==> src/rtl/mem_arbiter.sv <==
// Two-client (icache/dcache) arbiter onto one memory port: round-robin request grant,
// multi-beat write forwarding, and in-order read-response routing through an owner-tag FIFO.
module mem_arbiter #(
  parameter int MEM_ADDR_BITS = 28,
  parameter int MEM_DATA_BITS = 128,
  parameter int BEATS         = 4,
  parameter int TAG_DEPTH     = 4
) (
  input  logic                       clk,
  input  logic                       reset,

  input  logic                       ic_req_val,
  output logic                       ic_req_rdy,
  input  logic [MEM_ADDR_BITS-1:0]   ic_req_addr,
  input  logic                       ic_req_rw,
  input  logic                       ic_req_data_valid,
  output logic                       ic_req_data_ready,
  input  logic [MEM_DATA_BITS-1:0]   ic_req_data_bits,
  input  logic [MEM_DATA_BITS/8-1:0] ic_req_data_mask,
  output logic                       ic_resp_val,
  output logic [MEM_DATA_BITS-1:0]   ic_resp_data,

  input  logic                       dc_req_val,
  output logic                       dc_req_rdy,
  input  logic [MEM_ADDR_BITS-1:0]   dc_req_addr,
  input  logic                       dc_req_rw,
  input  logic                       dc_req_data_valid,
  output logic                       dc_req_data_ready,
  input  logic [MEM_DATA_BITS-1:0]   dc_req_data_bits,
  input  logic [MEM_DATA_BITS/8-1:0] dc_req_data_mask,
  output logic                       dc_resp_val,
  output logic [MEM_DATA_BITS-1:0]   dc_resp_data,

  output logic                       mem_req_val,
  input  logic                       mem_req_rdy,
  output logic [MEM_ADDR_BITS-1:0]   mem_req_addr,
  output logic                       mem_req_rw,
  output logic                       mem_req_data_valid,
  input  logic                       mem_req_data_ready,
  output logic [MEM_DATA_BITS-1:0]   mem_req_data_bits,
  output logic [MEM_DATA_BITS/8-1:0] mem_req_data_mask,
  input  logic                       mem_resp_val,
  input  logic [MEM_DATA_BITS-1:0]   mem_resp_data,

  output logic                       err_spurious
);

  localparam int BEAT_W = (BEATS > 1) ? $clog2(BEATS) : 1;
  localparam int PTR_W  = (TAG_DEPTH > 1) ? $clog2(TAG_DEPTH) : 1;
  localparam int CNT_W  = $clog2(TAG_DEPTH + 1);
  localparam logic [BEAT_W-1:0] LAST_BEAT = BEAT_W'(BEATS - 1);
  localparam logic [PTR_W-1:0]  LAST_PTR  = PTR_W'(TAG_DEPTH - 1);
  localparam logic [CNT_W-1:0]  FULL_CNT  = CNT_W'(TAG_DEPTH);

  typedef enum logic {IDLE = 1'b0, WDATA = 1'b1} state_t;

  state_t                 state, state_next;
  logic                   last_grant;   // 0 = ic, 1 = dc
  logic                   wr_owner;
  logic [BEAT_W-1:0]      wbeat, rbeat;
  logic [TAG_DEPTH-1:0]   tag_mem;
  logic [PTR_W-1:0]       wr_ptr, rd_ptr;
  logic [CNT_W-1:0]       tag_cnt;

  logic                   sel, sel_val, sel_rw, blocked;
  logic                   in_idle, in_wdata;
  logic                   req_fire, data_fire;
  logic                   fifo_full, fifo_empty, head, resp_hit, push, pop;

  // On contention the client not granted last wins; otherwise whoever is asking.
  assign sel      = (ic_req_val && dc_req_val) ? ~last_grant : dc_req_val;
  assign sel_val  = sel ? dc_req_val : ic_req_val;
  assign sel_rw   = sel ? dc_req_rw  : ic_req_rw;

  assign fifo_full  = (tag_cnt == FULL_CNT);
  assign fifo_empty = (tag_cnt == '0);
  assign blocked    = ~sel_rw & fifo_full;

  assign in_idle  = (state == IDLE)  && !reset;
  assign in_wdata = (state == WDATA) && !reset;

  assign mem_req_val  = in_idle & sel_val & ~blocked;
  assign mem_req_addr = sel ? dc_req_addr : ic_req_addr;
  assign mem_req_rw   = sel_rw;
  assign ic_req_rdy   = in_idle & ~sel & ~blocked & mem_req_rdy;
  assign dc_req_rdy   = in_idle &  sel & ~blocked & mem_req_rdy;
  assign req_fire     = mem_req_val & mem_req_rdy;

  assign mem_req_data_valid = in_wdata & (wr_owner ? dc_req_data_valid : ic_req_data_valid);
  assign mem_req_data_bits  = wr_owner ? dc_req_data_bits : ic_req_data_bits;
  assign mem_req_data_mask  = wr_owner ? dc_req_data_mask : ic_req_data_mask;
  assign ic_req_data_ready  = in_wdata & ~wr_owner & mem_req_data_ready;
  assign dc_req_data_ready  = in_wdata &  wr_owner & mem_req_data_ready;
  assign data_fire          = mem_req_data_valid & mem_req_data_ready;

  // Responses come back in request order, so the FIFO head names the owner.
  assign head         = tag_mem[rd_ptr];
  assign resp_hit     = mem_resp_val & ~fifo_empty & ~reset;
  assign ic_resp_val  = resp_hit & ~head;
  assign dc_resp_val  = resp_hit &  head;
  assign ic_resp_data = mem_resp_data;
  assign dc_resp_data = mem_resp_data;

  assign push = req_fire & ~sel_rw;
  assign pop  = resp_hit & (rbeat == LAST_BEAT);

  always_comb begin
    state_next = state;
    case (state)
      IDLE:    if (req_fire && sel_rw) state_next = WDATA;
      WDATA:   if (data_fire && (wbeat == LAST_BEAT)) state_next = IDLE;
      default: state_next = IDLE;
    endcase
  end

  always_ff @(posedge clk or posedge reset) begin
    if (reset) begin
      state        <= IDLE;
      last_grant   <= 1'b0;
      wr_owner     <= 1'b0;
      wbeat        <= '0;
      rbeat        <= '0;
      tag_mem      <= '0;
      wr_ptr       <= '0;
      rd_ptr       <= '0;
      tag_cnt      <= '0;
      err_spurious <= 1'b0;
    end else begin
      state <= state_next;
      if (req_fire) begin
        last_grant <= sel;
        if (sel_rw) begin
          wr_owner <= sel;
          wbeat    <= '0;
        end
      end
      if (data_fire) wbeat <= wbeat + 1'b1;
      if (push) begin
        tag_mem[wr_ptr] <= sel;
        wr_ptr          <= (wr_ptr == LAST_PTR) ? '0 : wr_ptr + 1'b1;
      end
      if (resp_hit) rbeat <= pop ? '0 : rbeat + 1'b1;
      if (pop) rd_ptr <= (rd_ptr == LAST_PTR) ? '0 : rd_ptr + 1'b1;
      if (push && !pop)      tag_cnt <= tag_cnt + 1'b1;
      else if (!push && pop) tag_cnt <= tag_cnt - 1'b1;
      if (mem_resp_val && fifo_empty) err_spurious <= 1'b1;
    end
  end

endmodule
==> config.mk <==
export PLATFORM = sky130hd
export DESIGN_NAME = mem_arbiter
export DESIGN_NICKNAME = d
export VERILOG_FILES = /design/src/rtl/mem_arbiter.sv
export SDC_FILE = /design/constraint.sdc
export NUM_CORES = 1
export LEC_CHECK = 0
export ABC_AREA = 1
export BUFFER_PORTS_ARGS = -buffer_cell sky130_fd_sc_hd__buf_2
export CAP_MARGIN = 20
export CORE_AREA = 2 2 355 357
export CTS_BUF_LIST = sky130_fd_sc_hd__clkbuf_4 sky130_fd_sc_hd__clkbuf_8
export CTS_CLUSTER_SIZE = 24
export DETAILED_ROUTE_END_ITERATION = 8
export DIE_AREA = 0 0 357 359
export PLACE_DENSITY = 0.3
export SLEW_MARGIN = 20
export SYNTH_ARGS = -nofsm -noshare
export SYNTH_HDL_FRONTEND = slang
export SYNTH_SLANG_ARGS = --single-unit
==> constraint.sdc <==
create_clock -name clk -period 2.45 [get_ports clk]
set_input_delay 0.735 -clock clk [delete_from_list [all_inputs] [get_ports clk]]
set_output_delay 0.735 -clock clk [all_outputs]
set_load 0.05 [all_outputs]
==> metrics.md, run 1 <==
| Metric | Value |
|---|---|
| CP endpoint | `mem_req_data_mask[0]` |
| Hold Violations, Final | `0` |
| Sequential element share of the synthesized area | `9.12%` |
| Worst setup margin | `-99.6 ps` |
| Gate power share | `a little over nine tenths` |
| CP Class | `flip-flop to output port` |
| Die Ht | `359 um` |
| Final instance area | `between 10000 and 15000 um^2` |
| Die X | `357 um` |
| HPWL Detailed | `slightly below 60000 um` |
| Synth area leaders | `nand2_1, buf_4, dfrtp_1, buf_2, ha_1` |
| Routed WL | `~64000 um` |
| Iter 0 DRT Violations | `~250` |
| Placed instance area | `10300 um^2` |
| Largest net degree at the start of global routing | `about 50` |
| Failing checks | `setup timing` |
| Pwr/cell area | `1300 nW/um^2` |
| Main flop type after synthesis | `dfrtp_1` |
| Highest ir drop seen on vdd | `0.529 mV` |
| Leakage | `around 5.4 nW` |
| H-tree depth | `1` |
| First-pass GRT wire length | `approximately 77000 um` |
| Core Footprint | `125000 um^2` |
| Max_slew headroom | `roughly 76%` |
| Post-placement cell count | `slightly below 3000` |
| WL per Instance | `~22 um` |
| Crit path capture type | `output port` |
| Internal | `about 5.7 mW` |
| Worst-margin pin slew | `between 300 and 400 ps` |
| Setup crit start kind | `flip-flop` |
| Area grow syn2layout | `114%` |
| Crit path max-delay family | `buffers and inverters` |
| Hold Path Class | `flip-flop to flip-flop` |
| DRT Pass-1 Iters | `4` |
| RePlAce Congestion | `approximately 0.8` |
| Fin crit share | `104%` |
| Vias per cell | `approximately 2.4` |
| Commonest cells in the netlist | `nand2_1, buf_4, buf_2, inv_1, dfrtp_1` |
| Clock Pin Slew Worst Setup and Hold Paths | `approximately 80 ps` |
| DRC viols | `0` |
| Cell Rows | `between 100 and 150` |
| RR Startpoint | `state` |
| Post-Syn Instances | `954` |
| Synth async-reset ratio | `between 90% and 100%` |
| Finished Layout Cells | `between 2000 and 3000` |
| Flop-to-flop setup slack | `between 300 and 400 ps` |
| Antenna violations before repair | `12` |
| Maxcap violations | `0` |
| Critical path depth | `7` |
| CP startpoint | `wr_owner` |
| Final Max Slew Viols | `0` |
| Most common cell on crit path | `buf_12` |
| Unrepaired setup endpoints after global routing | `true` |
| EDFF count, synth | `0` |
| Grt total ovfl | `0` |
| CP peak stage delay | `580 ps` |
| Achievable frequency | `slightly below 0.4 GHz` |
| Netlist cell types | `36` |
| Num CTS Buffers | `3` |
| I/O Pins | `around 920` |
| Syn Nets | `1446` |
| Share of cells above drive strength 1 | `58.2%` |
| Reg power frac | `under 10%` |
| Starting Density | `4.18%` |
| Max Root-Sink Buffers | `2` |
| ANT cells | `0` |
| Via count | `~7000` |
| Clock Latency Late Sink | `about 260 ps` |
| Total global-route track usage | `a little under a tenth` |
| CTS root buf | `clkbuf_8` |
| Final setup fails | `32` |
| Final design utilization | `8.95%` |
| NetSw | `between 8 and 9 mW` |
| Clock tree sinks | `19` |
| #FFs+latches synth | `19` |
| Cell with the most instances after synthesis | `nand2_1` |
| Post-synth top area share | `around two fifths` |
| Port bufs | `536` |
| Synthesis warning total | `0` |
| CP Max Fanout | `24` |
| CTS tree | `built` |
| Cell Area, Synth | `5210 um^2` |
| Switch share | `just over 60%` |
| Post-DRT Antenna Nets | `0` |
| CP max-delay cell | `dfrtp_4` |
| Cell chain of the critical path | `buf_4 -> buf_12 -> buf_12 -> nand2_1 -> nand2_2 -> buf_12 -> buf_12` |
| Clock Skew | `around 5.8 ps` |
| Nets | `between 1500 and 2000` |
| Worst reg2reg path depth | `12` |
| Worst Path Arrival | `1810 ps` |
| Outcome | `finished, violations left` |
| Die area | `between 100000 and 150000 um^2` |
| WP buf/inv | `5` |
| Worst path required time | `~1700 ps` |
| Worst R2R End | `tag_cnt[2]` |
| Avg Inst Size Synth | `5.46 um^2` |
| Fin crit period | `2550 ps` |
| Vias in the first global route | `a little under 7000` |
| Cell taking the most area after synthesis | `nand2_1` |
| Clk pwr share | `1.6%` |
-- layout by cell type (no fill, tap or decap), types with 6 or more instances in the layout --
| cell | instances |
|---|---|
| buf_12 | 137 |
| buf_4 | 51 |
| nand2_1 | 445 |
| nand3_1 | 8 |
| nand2_2 | 101 |
| dfrtp_1 | 17 |
| buf_8 | 6 |
| ha_1 | 8 |
| buf_6 | 32 |
| buf_2 | 357 |
| nand2_4 | 11 |
| inv_1 | 20 |
-- cell type report --
class / count / area (um^2)
well taps: 1650 / 2060
inverters: 26 / 121
fillers: 14812 / 113000
clock inverters: 1 / 5.00
clock buffers: 3 / 41.3
repair buffers: 591 / 5520
multi-input cells: 615 / 2920
flip-flops and latches: 19 / 480
-- cells by family (layout without fill, tap and decap cells) --
group	Yosys count	after routing	synth area share [%]
compound gates	15	15	1.70
xor+xnor	2	2	0.336
fa+ha+maj	9	9	2.30
buf+inv	320	621	42.2
flops	19	19	9.12
simple gates	589	589	44.4
-- stage by stage --
step	power, mW	TNS (ps)	worst slack (ps)	hold WS [ps]
floorplan	7.38	0	12.2	442
global placement	13.7	-211	-58.5	468
detailed placement	13.6	-615	-70.8	464
CTS	14.4	-5810	-158	485
global route	15.5	-13210	-201	517
finish	14.5	-1020	-99.6	470
-- worst min path at each step --
stage	start	endpoint	cells after the start	slack [ps]
after floorplan	last_grant	last_grant	2	440
after global placement	err_spurious	err_spurious	1	470
after detailed placement	err_spurious	err_spurious	1	460
after CTS	err_spurious	err_spurious	1	480
after global routing	err_spurious	err_spurious	1	520
final	err_spurious	err_spurious	1	470
-- routing by layer --
metal / vias to the layer above / part of all wire [%] / global-route usage, %
li1: 3197 / - / -
met1: 2935 / 39 / 10.5
met2: 693 / 46 / 15.4
met3: 34 / 15 / 5.69
met4: 2 / 0.63 / 0.544
met5: - / 0.020 / 0
-- worst register-to-register path, cell delays in order, from the launching register on --
cell and delay (ps):
dfrtp_1 380, inv_1 220, nand2_4 130, nor2_8 170, nand4_4 140, clkinv_4 70
ha_1 130, inv_1 60, fa_1 380, nor2_1 120, nor2_1 50, nand2_1 70
xor2_1 140
-- power by group through the flow --
stage | sequential, mW | clock, mW | combinational (mW)
finish | 0.616 | 0.229 | 13.7
global route | 0.649 | 0.259 | 14.6
CTS | 0.631 | 0.243 | 13.5
detailed placement | 0.630 | 0 | 13.0
global placement | 0.634 | 0 | 13.0
floorplan | 0.571 | 0 | 6.81
-- state kept, by name, summed over array words and instances (netlist names) --
signal	count
err_spurious	1
last_grant	1
rbeat	2
rd_ptr	2
state	1
tag_cnt	3
tag_mem	4
wbeat	2
wr_owner	1
wr_ptr	2
-- timing repair --
item | CTS | global route
resized for setup | 119 | 119
hold buffers | 0 | 0
pin swaps | 1 | 10
endpoints found under the setup margin | 164 | 167
setup buffers | 1 | 6
gates cloned | 1 | 2
endpoints found under the hold margin | 0 | 0
Power figures use the tool's default switching activity.
==> run 2: changes to the inputs <==
PLACE_DENSITY = default   (was 0.3)
PLACE_DENSITY_LB_ADDON = 0.08   (was default)
==> run 2 against run 1 <==
  * The run still ends with setup timing left
  * Utilization shrank 0.66 points
  * Largest cell class unchanged
  * Sequential power shrank 0.6%
  * Critical endpoint is now ic_req_data_ready
  * Critical path depth shrank 3
  * Clock-buffer cell count is the same
  * Highest routed layer unchanged
==> metrics.md, run 2 (synthesis gave the netlist of run 1 again) <==
| Metric | Value |
|---|---|
| Max_slew headroom | `72.1% (-4.2 points)` |
| WL per Instance | `16.3 um (-26%)` |
| Die area | `128000 um^2 (unchanged)` |
| Internal | `4.90 mW (-14%)` |
| Via count | `6757 (-1.5%)` |
| Die X | `357 um (unchanged)` |
| Pwr/cell area | `1260 nW/um^2 (-3.3%)` |
| Clock Pin Slew Worst Setup and Hold Paths | `90 ps (about the same)` |
| Worst path required time | `1710 ps (about the same)` |
| Final setup TNS | `-22.6 ps (+998 ps)` |
| Hold Path Stages | `1 (unchanged)` |
| Vias in the first global route | `7074 (+1.9%)` |
| Largest register by flop count | `tag_mem` |
| Final Power | `13.0 mW (-10%)` |
| Fin crit share | `101% (-3.1 points)` |
| Hold Path Class | `flip-flop to flip-flop` |
| Share of cells above drive strength 1 | `53.3% (-4.9 points)` |
| Highest ir drop seen on vdd | `0.609 mV (+15%)` |
| NetSw | `8.12 mW (-8.3%)` |
| Area of the multi-input gates | `2760 um^2 (-5.6%)` |
| Flop-to-flop setup slack | `330 ps (about the same)` |
| Fin crit period | `2470 ps (-77.0 ps)` |
| Most frequent cells in the layout | `nand2_1, buf_2, buf_4, buf_12, nand2_2` |
| Worst reg2reg path depth | `14 (+2)` |
| Worst-margin pin slew | `421 ps (+63.1 ps)` |
| Unrepaired setup endpoints after global routing | `true` |
| Grt total ovfl | `0 (unchanged)` |
| FILL cells | `14839 (+0.18%)` |
| Maxcap violations | `0 (unchanged)` |
| Crit path capture type | `output port` |
| HPWL Detailed | `39700 um (-32%)` |
| Core Footprint | `125000 um^2 (unchanged)` |
| H-tree depth | `1 (unchanged)` |
| Clock Latency Late Sink | `280 ps (+20 ps)` |
| Worst hold endpoint | `err_spurious` |
| RePlAce Congestion | `0.763 (-5.2%)` |
| CTS tree | `built` |
| Largest regs | `tag_mem x4, tag_cnt x3` |
| DRT Pass-1 Iters | `4 (unchanged)` |
| Final Max Slew Viols | `0 (unchanged)` |
| Reg power frac | `4.7% (+0.5 points)` |
| Clock tree sinks | `19 (unchanged)` |
| Num CTS Buffers | `3 (unchanged)` |
| Flip-flop count of the largest register after layout | `4 (unchanged)` |
| RR Startpoint | `tag_cnt[0]` |
| Gate power share | `93.4% (-0.8 points)` |
| Vias per cell | `2.32 (-1.6%)` |
| Post-DRT Antenna Nets | `0 (unchanged)` |
| Hold Violations, Final | `0 (unchanged)` |
| Final setup fails | `1 (-97%)` |
| Iter 0 DRT Violations | `249 (+1.6%)` |
| CTS Hold Bufs | `0 (unchanged)` |
| Port bufs | `536 (unchanged)` |
| Worst setup margin | `-22.6 ps (+77.0 ps)` |
| Most common library cell in the layout ignoring fill and taps | `nand2_1` |
| CTS root buf | `clkbuf_8` |
| Failing checks | `setup timing` |
| Setup crit start kind | `flip-flop` |
| Nets | `1748 (unchanged)` |
| Worst Path Arrival | `1740 ps (-70 ps)` |
| DRC viols | `0 (unchanged)` |
| Die Ht | `359 um (unchanged)` |
| Cell Rows | `130 (unchanged)` |
| Largest net degree at the start of global routing | `62 (+27%)` |
| Outcome | `finished, violations left` |
| Leakage | `5.19 nW (-4.3%)` |
| Routed WL | `47400 um (-26%)` |
| Starting Density | `4.18% (unchanged)` |
| Min Hold Slack | `472 ps (+2.09 ps)` |
| Clock Skew | `6.37 ps (+0.546 ps)` |
| I/O Pins | `921 (unchanged)` |
| Max Root-Sink Buffers | `2 (unchanged)` |
| Register Area | `480 um^2 (unchanged)` |
| Switch share | `62.4% (+1.5 points)` |
| Antenna violations before repair | `12 (unchanged)` |
| Achievable frequency | `0.404 GHz (+3.1%)` |
| CP Class | `flip-flop to output port` |
| Clk pwr share | `1.9% (+0.3 points)` |
| CP Max Fanout | `16 (-33%)` |
| Min-delay src | `err_spurious` |
| First-pass GRT wire length | `57800 um (-25%)` |
| Worst R2R End | `tag_cnt[2]` |
| Area grow syn2layout | `98.2%` |
| Total global-route track usage | `6.46% (-2.8 points)` |
[run 2: changes by cell type in the layout (fill, tap and decap cells not counted), sizes merged]
cell	change
buf	-41
bufbuf	-1
clkbuf	+42
clkinv	-2
clkinvlp	+1
diode	+2
inv	+1
[run 2: worst max-delay path by stage]
stage	to	from
global placement	mem_req_addr[23]	ic_req_val
global route	mem_req_data_bits[115]	wr_owner
CTS	mem_req_data_bits[33]	wr_owner
finish	ic_req_data_ready	wr_owner
detailed placement	dc_req_rdy	ic_req_val
floorplan	dc_req_data_ready	reset
[run 2: per-layer routing]
metal  global-route usage [%]  vias up  wire (um)
met1                     7.04     2877      18100
met4                     2.02       12       1510
met3                     3.54       93       6610
met5                        0        -         92
met2                     10.6      573      21200
li1                         -     3202          -
[run 2: timing repair]
action                     in CTS  in global routing
gates cloned                    1                 11
gates resized for setup       110                115
setup endpoints to repair      93                138
pin swaps                       1                  6
hold endpoints to repair        0                  0
setup buffers                   0                 10
[run 2: final cells by class]
class | count | share of cell area [%]
Timing Repair Buffer | 591 | 47.0
Multi-Input combinational cell | 615 | 26.7
Tap cell | 1650 | 20.0
Sequential cell | 19 | 4.65
Inverter | 26 | 1.21
Clock buffer | 3 | 0.400
Clock inverter | 1 | 0.0484
Antenna cell | 2 | 0.0484
[run 2: power by group through the flow]
stage	Sequential, mW	Combinational (mW)	Clock (mW)
final	0.612	12.2	0.252
after global routing	0.637	13.1	0.288
after CTS	0.612	11.4	0.282
after detailed placement	0.606	10.8	0
after global placement	0.610	10.9	0
after floorplan	0.571	6.81	0
[run 2: per-stage QoR]
step                      setup slack [ps]  std cells  util [%]  cell area (um^2)
final                                -22.6       2907      8.29             10300
after global routing                 -93.8       2905      8.29             10300
after CTS                            -70.4       2884      7.75              9650
after detailed placement             -46.8       2879      7.43              9250
after global placement               -70.2       2879      7.43              9250
after floorplan                       12.2        954         -              5240
[run 2: critical path: stages (launching register included)]
cell,delay [ps]
dfrtp_4,580
buf_12,170
clkbuf_16,180
nor4_4,300
buf_6,200
==> run 3: changes to the inputs <==
ABC_AREA = default   (was 1)
CORE_AREA = 2 2 361 363   (was 2 2 355 357)
DIE_AREA = 0 0 363 365   (was 0 0 357 359)
==> run 3 against run 2 <==
  * Hold slack improved by 16 ps
  * Setup slack got worse by 100 ps
  * Final cell count shrank 12%
  * Synthesized area down 2.6%
  * The run still ends with setup timing left
  * Sequential power rose by 3%
  * Utilization barely moved
  * Clock power down 6%
  * Largest power group unchanged
  * Critical path depth up 2
  * Routed wire length decreased by 6.4%
  * Final area rose by 2.9%
  * Combinational power fell by 16%
  * Via count fell by 26%
==> metrics.md, run 3 <==
| Metric | Value |
|---|---|
| Outcome | `finished, violations left` |
| Failing checks | `setup timing` |
| Area of the multi-input gates | `3010 um^2 (+9.2%)` |
| EDFF count, synth | `0 (unchanged)` |
| Cell Rows | `132 (+1.5%)` |
| HPWL Detailed | `39400 um (-0.75%)` |
| Total global-route track usage | `5.94% (-0.53 points)` |
| Port bufs | `536 (unchanged)` |
| H-tree depth | `1 (unchanged)` |
| Die X | `363 um (+1.7%)` |
| FILL cells | `15016 (+1.2%)` |
| Final instance area | `10600 um^2 (+2.9%)` |
| Antenna violations before repair | `13 (+1)` |
| Avg Inst Size Synth | `9.16 um^2 (+68%)` |
| Placed instance area | `8410 um^2 (-9.1%)` |
| Clock Latency Late Sink | `260 ps (-20 ps)` |
| Largest net degree at the start of global routing | `21 (-66%)` |
| DRT Pass-1 Iters | `4 (unchanged)` |
| Syn Nets | `1046 (-28%)` |
| Cell taking the most area after synthesis | `mux2_2` |
| Die Ht | `365 um (+1.7%)` |
| Clock tree sinks | `19 (unchanged)` |
| Hold Path Class | `flip-flop to flip-flop` |
| #FFs+latches synth | `19 (unchanged)` |
| Unrepaired setup endpoints after global routing | `true` |
| Most common library cell in the layout ignoring fill and taps | `buf_2` |
| Worst Path Arrival | `1840 ps (+100 ps)` |
| Most frequent cells in the layout | `buf_2, buf_6, mux2_4, mux2_2, buf_8` |
| CTS tree | `built` |
| Die area | `132000 um^2 (+3.4%)` |
| Sequential element share of the synthesized area | `9.36% (+0.24 points)` |
| CTS root buf | `clkbuf_8` |
| Maxcap violations | `0 (unchanged)` |
| Routed WL | `44400 um (-6.4%)` |
| Synth area leaders | `mux2_2, buf_4, dfrtp_1, ha_1, clkbuf_1` |
| Worst path required time | `1710 ps (about the same)` |
| Synth async-reset ratio | `100% (unchanged)` |
| Register Area | `479 um^2 (-0.26%)` |
| ANT cells | `0 (-2)` |
| First-pass GRT wire length | `51700 um (-11%)` |
| Max_slew headroom | `71.4% (-0.68 points)` |
| Pwr/cell area | `1050 nW/um^2 (-17%)` |
| Setup crit start kind | `input pin` |
| Leakage | `4.79 nW (-7.8%)` |
| Core Footprint | `129000 um^2 (+3.3%)` |
| Synthesis warning total | `0 (unchanged)` |
| Worst-margin pin slew | `428 ps (+6.48 ps)` |
| Largest regs | `tag_mem x4, tag_cnt x3` |
| Vias per cell | `1.96 (-16%)` |
| Main flop type after synthesis | `dfrtp_1` |
| Post-Syn Instances | `554 (-42%)` |
| Via count | `5010 (-26%)` |
| Vias in the first global route | `5400 (-24%)` |
| DRC viols | `0 (unchanged)` |
| CP Max Fanout | `9 (-7)` |
| Share of cells above drive strength 1 | `92.0% (+39 points)` |
| WL per Instance | `17.4 um (+6.5%)` |
| Min Hold Slack | `488 ps (+15.8 ps)` |
| Final setup fails | `99 (+98)` |
| Nets | `1373 (-21%)` |
| Max Root-Sink Buffers | `2 (unchanged)` |
| Clock Pin Slew Worst Setup and Hold Paths | `80 ps (about the same)` |
| Starting Density | `3.95% (-0.24 points)` |
| Clock Skew | `3.03 ps (-3.34 ps)` |
| Highest ir drop seen on vdd | `0.337 mV (-45%)` |
| Num CTS Buffers | `3 (unchanged)` |
| Fin crit share | `105% (+4.2 points)` |
| Flip-flop count of the largest register after layout | `4 (unchanged)` |
| Commonest cells in the netlist | `buf_4, mux2_2, dfrtp_1, clkbuf_1, nor2_1` |
| Final Max Slew Viols | `0 (unchanged)` |
| Iter 0 DRT Violations | `68 (-73%)` |
| Grt total ovfl | `0 (unchanged)` |
| Crit path capture type | `output port` |
| Cell Area, Synth | `5080 um^2 (-2.6%)` |
| Netlist cell types | `35 (-2.8%)` |
| I/O Pins | `921 (unchanged)` |
| Post-DRT Antenna Nets | `0 (unchanged)` |
| Worst setup margin | `-126 ps (-103 ps)` |
| Area grow syn2layout | `109%` |
| Achievable frequency | `0.388 GHz (-4.0%)` |
| Cell with the most instances after synthesis | `buf_4` |
| Hold Violations, Final | `0 (unchanged)` |
| Fin crit period | `2580 ps (+103 ps)` |
| RePlAce Congestion | `0.685 (-10%)` |
| Post-synth top area share | `40.1% (+0.25 points)` |
| CP Class | `input pin to output port` |
| Largest register by flop count | `tag_mem` |
==> run 3: path summary, 6_finish.rpt <==
check	from	endpoint	slack (ps)	depth (start not counted)
worst max-delay path	dc_req_val	mem_req_addr[22]	-130	6
worst min-delay path	err_spurious	err_spurious	490	1
worst max register to register	last_grant	tag_cnt[2]	40	10
worst min register to register	err_spurious	err_spurious	490	1
max in group asynchronous	reset	wr_owner	1510	4
min in group asynchronous	reset	rbeat[1]	570	3
==> run 3: cell families after synthesis <==
kind of cell | synth area share (%)
DFF | 9.36
xor gates and xnor gates | 0.518
and+or+nand+nor | 4.26
muxes | 41.9
AOI/OAI and AO/OA | 1.50
buffers and inverters | 40.1
adders and majority gates | 2.37
==> run 3: critical path, stage by stage <==
cell,delay [ps]
buf_6,70
a21boi_4,180
buf_4,180
buf_12,150
mux2_2,350
buf_6,150
==> run 3: area by class of cell <==
class / count / share of cell area (%)
well taps: 1675 / 19.7
flip-flops and latches: 19 / 4.51
repair buffers: 600 / 46.8
inverters: 6 / 0.212
clock buffers: 4 / 0.459
multi-input cells: 251 / 28.3
==> run 3: layer usage <==
layer / up-vias / wire length [um] / global-route usage (%)
met5: - / 38 / 0
met3: 131 / 4870 / 2.73
met4: 6 / 1950 / 2.50
met1: 2259 / 16300 / 6.50
met2: 350 / 21300 / 9.88
li1: 2264 / - / -
==> run 3: repair_timing <==
item / CTS / global route
buffers inserted: 9 / 6
hold buffers: 0 / 0
endpoints found under the setup margin: 175 / 179
gates cloned: 5 / 10
resized for setup: 260 / 267
pin swaps: 6 / 2
==> run 3: power by group <==
group / internal, mW / switching [mW]
clock: 0.127 / 0.111
combinational: 4.51 / 5.78
sequential: 0.457 / 0.172
total: 5.09 / 6.07
==> run 3: metrics by stage <==
step	utilization, %	cells	power, mW	setup WS, ps	setup TNS [ps]
3_5_place_dp	6.54	2522	8.52	-418	-13260
4_1_cts	7.39	2540	9.99	-154	-7620
5_1_grt	8.26	2555	11.8	-171	-13190
2_1_floorplan	-	554	6.70	-450	-4130
3_3_place_gp	6.54	2522	8.54	-395	-12460
6_report	8.26	2555	11.2	-126	-5070
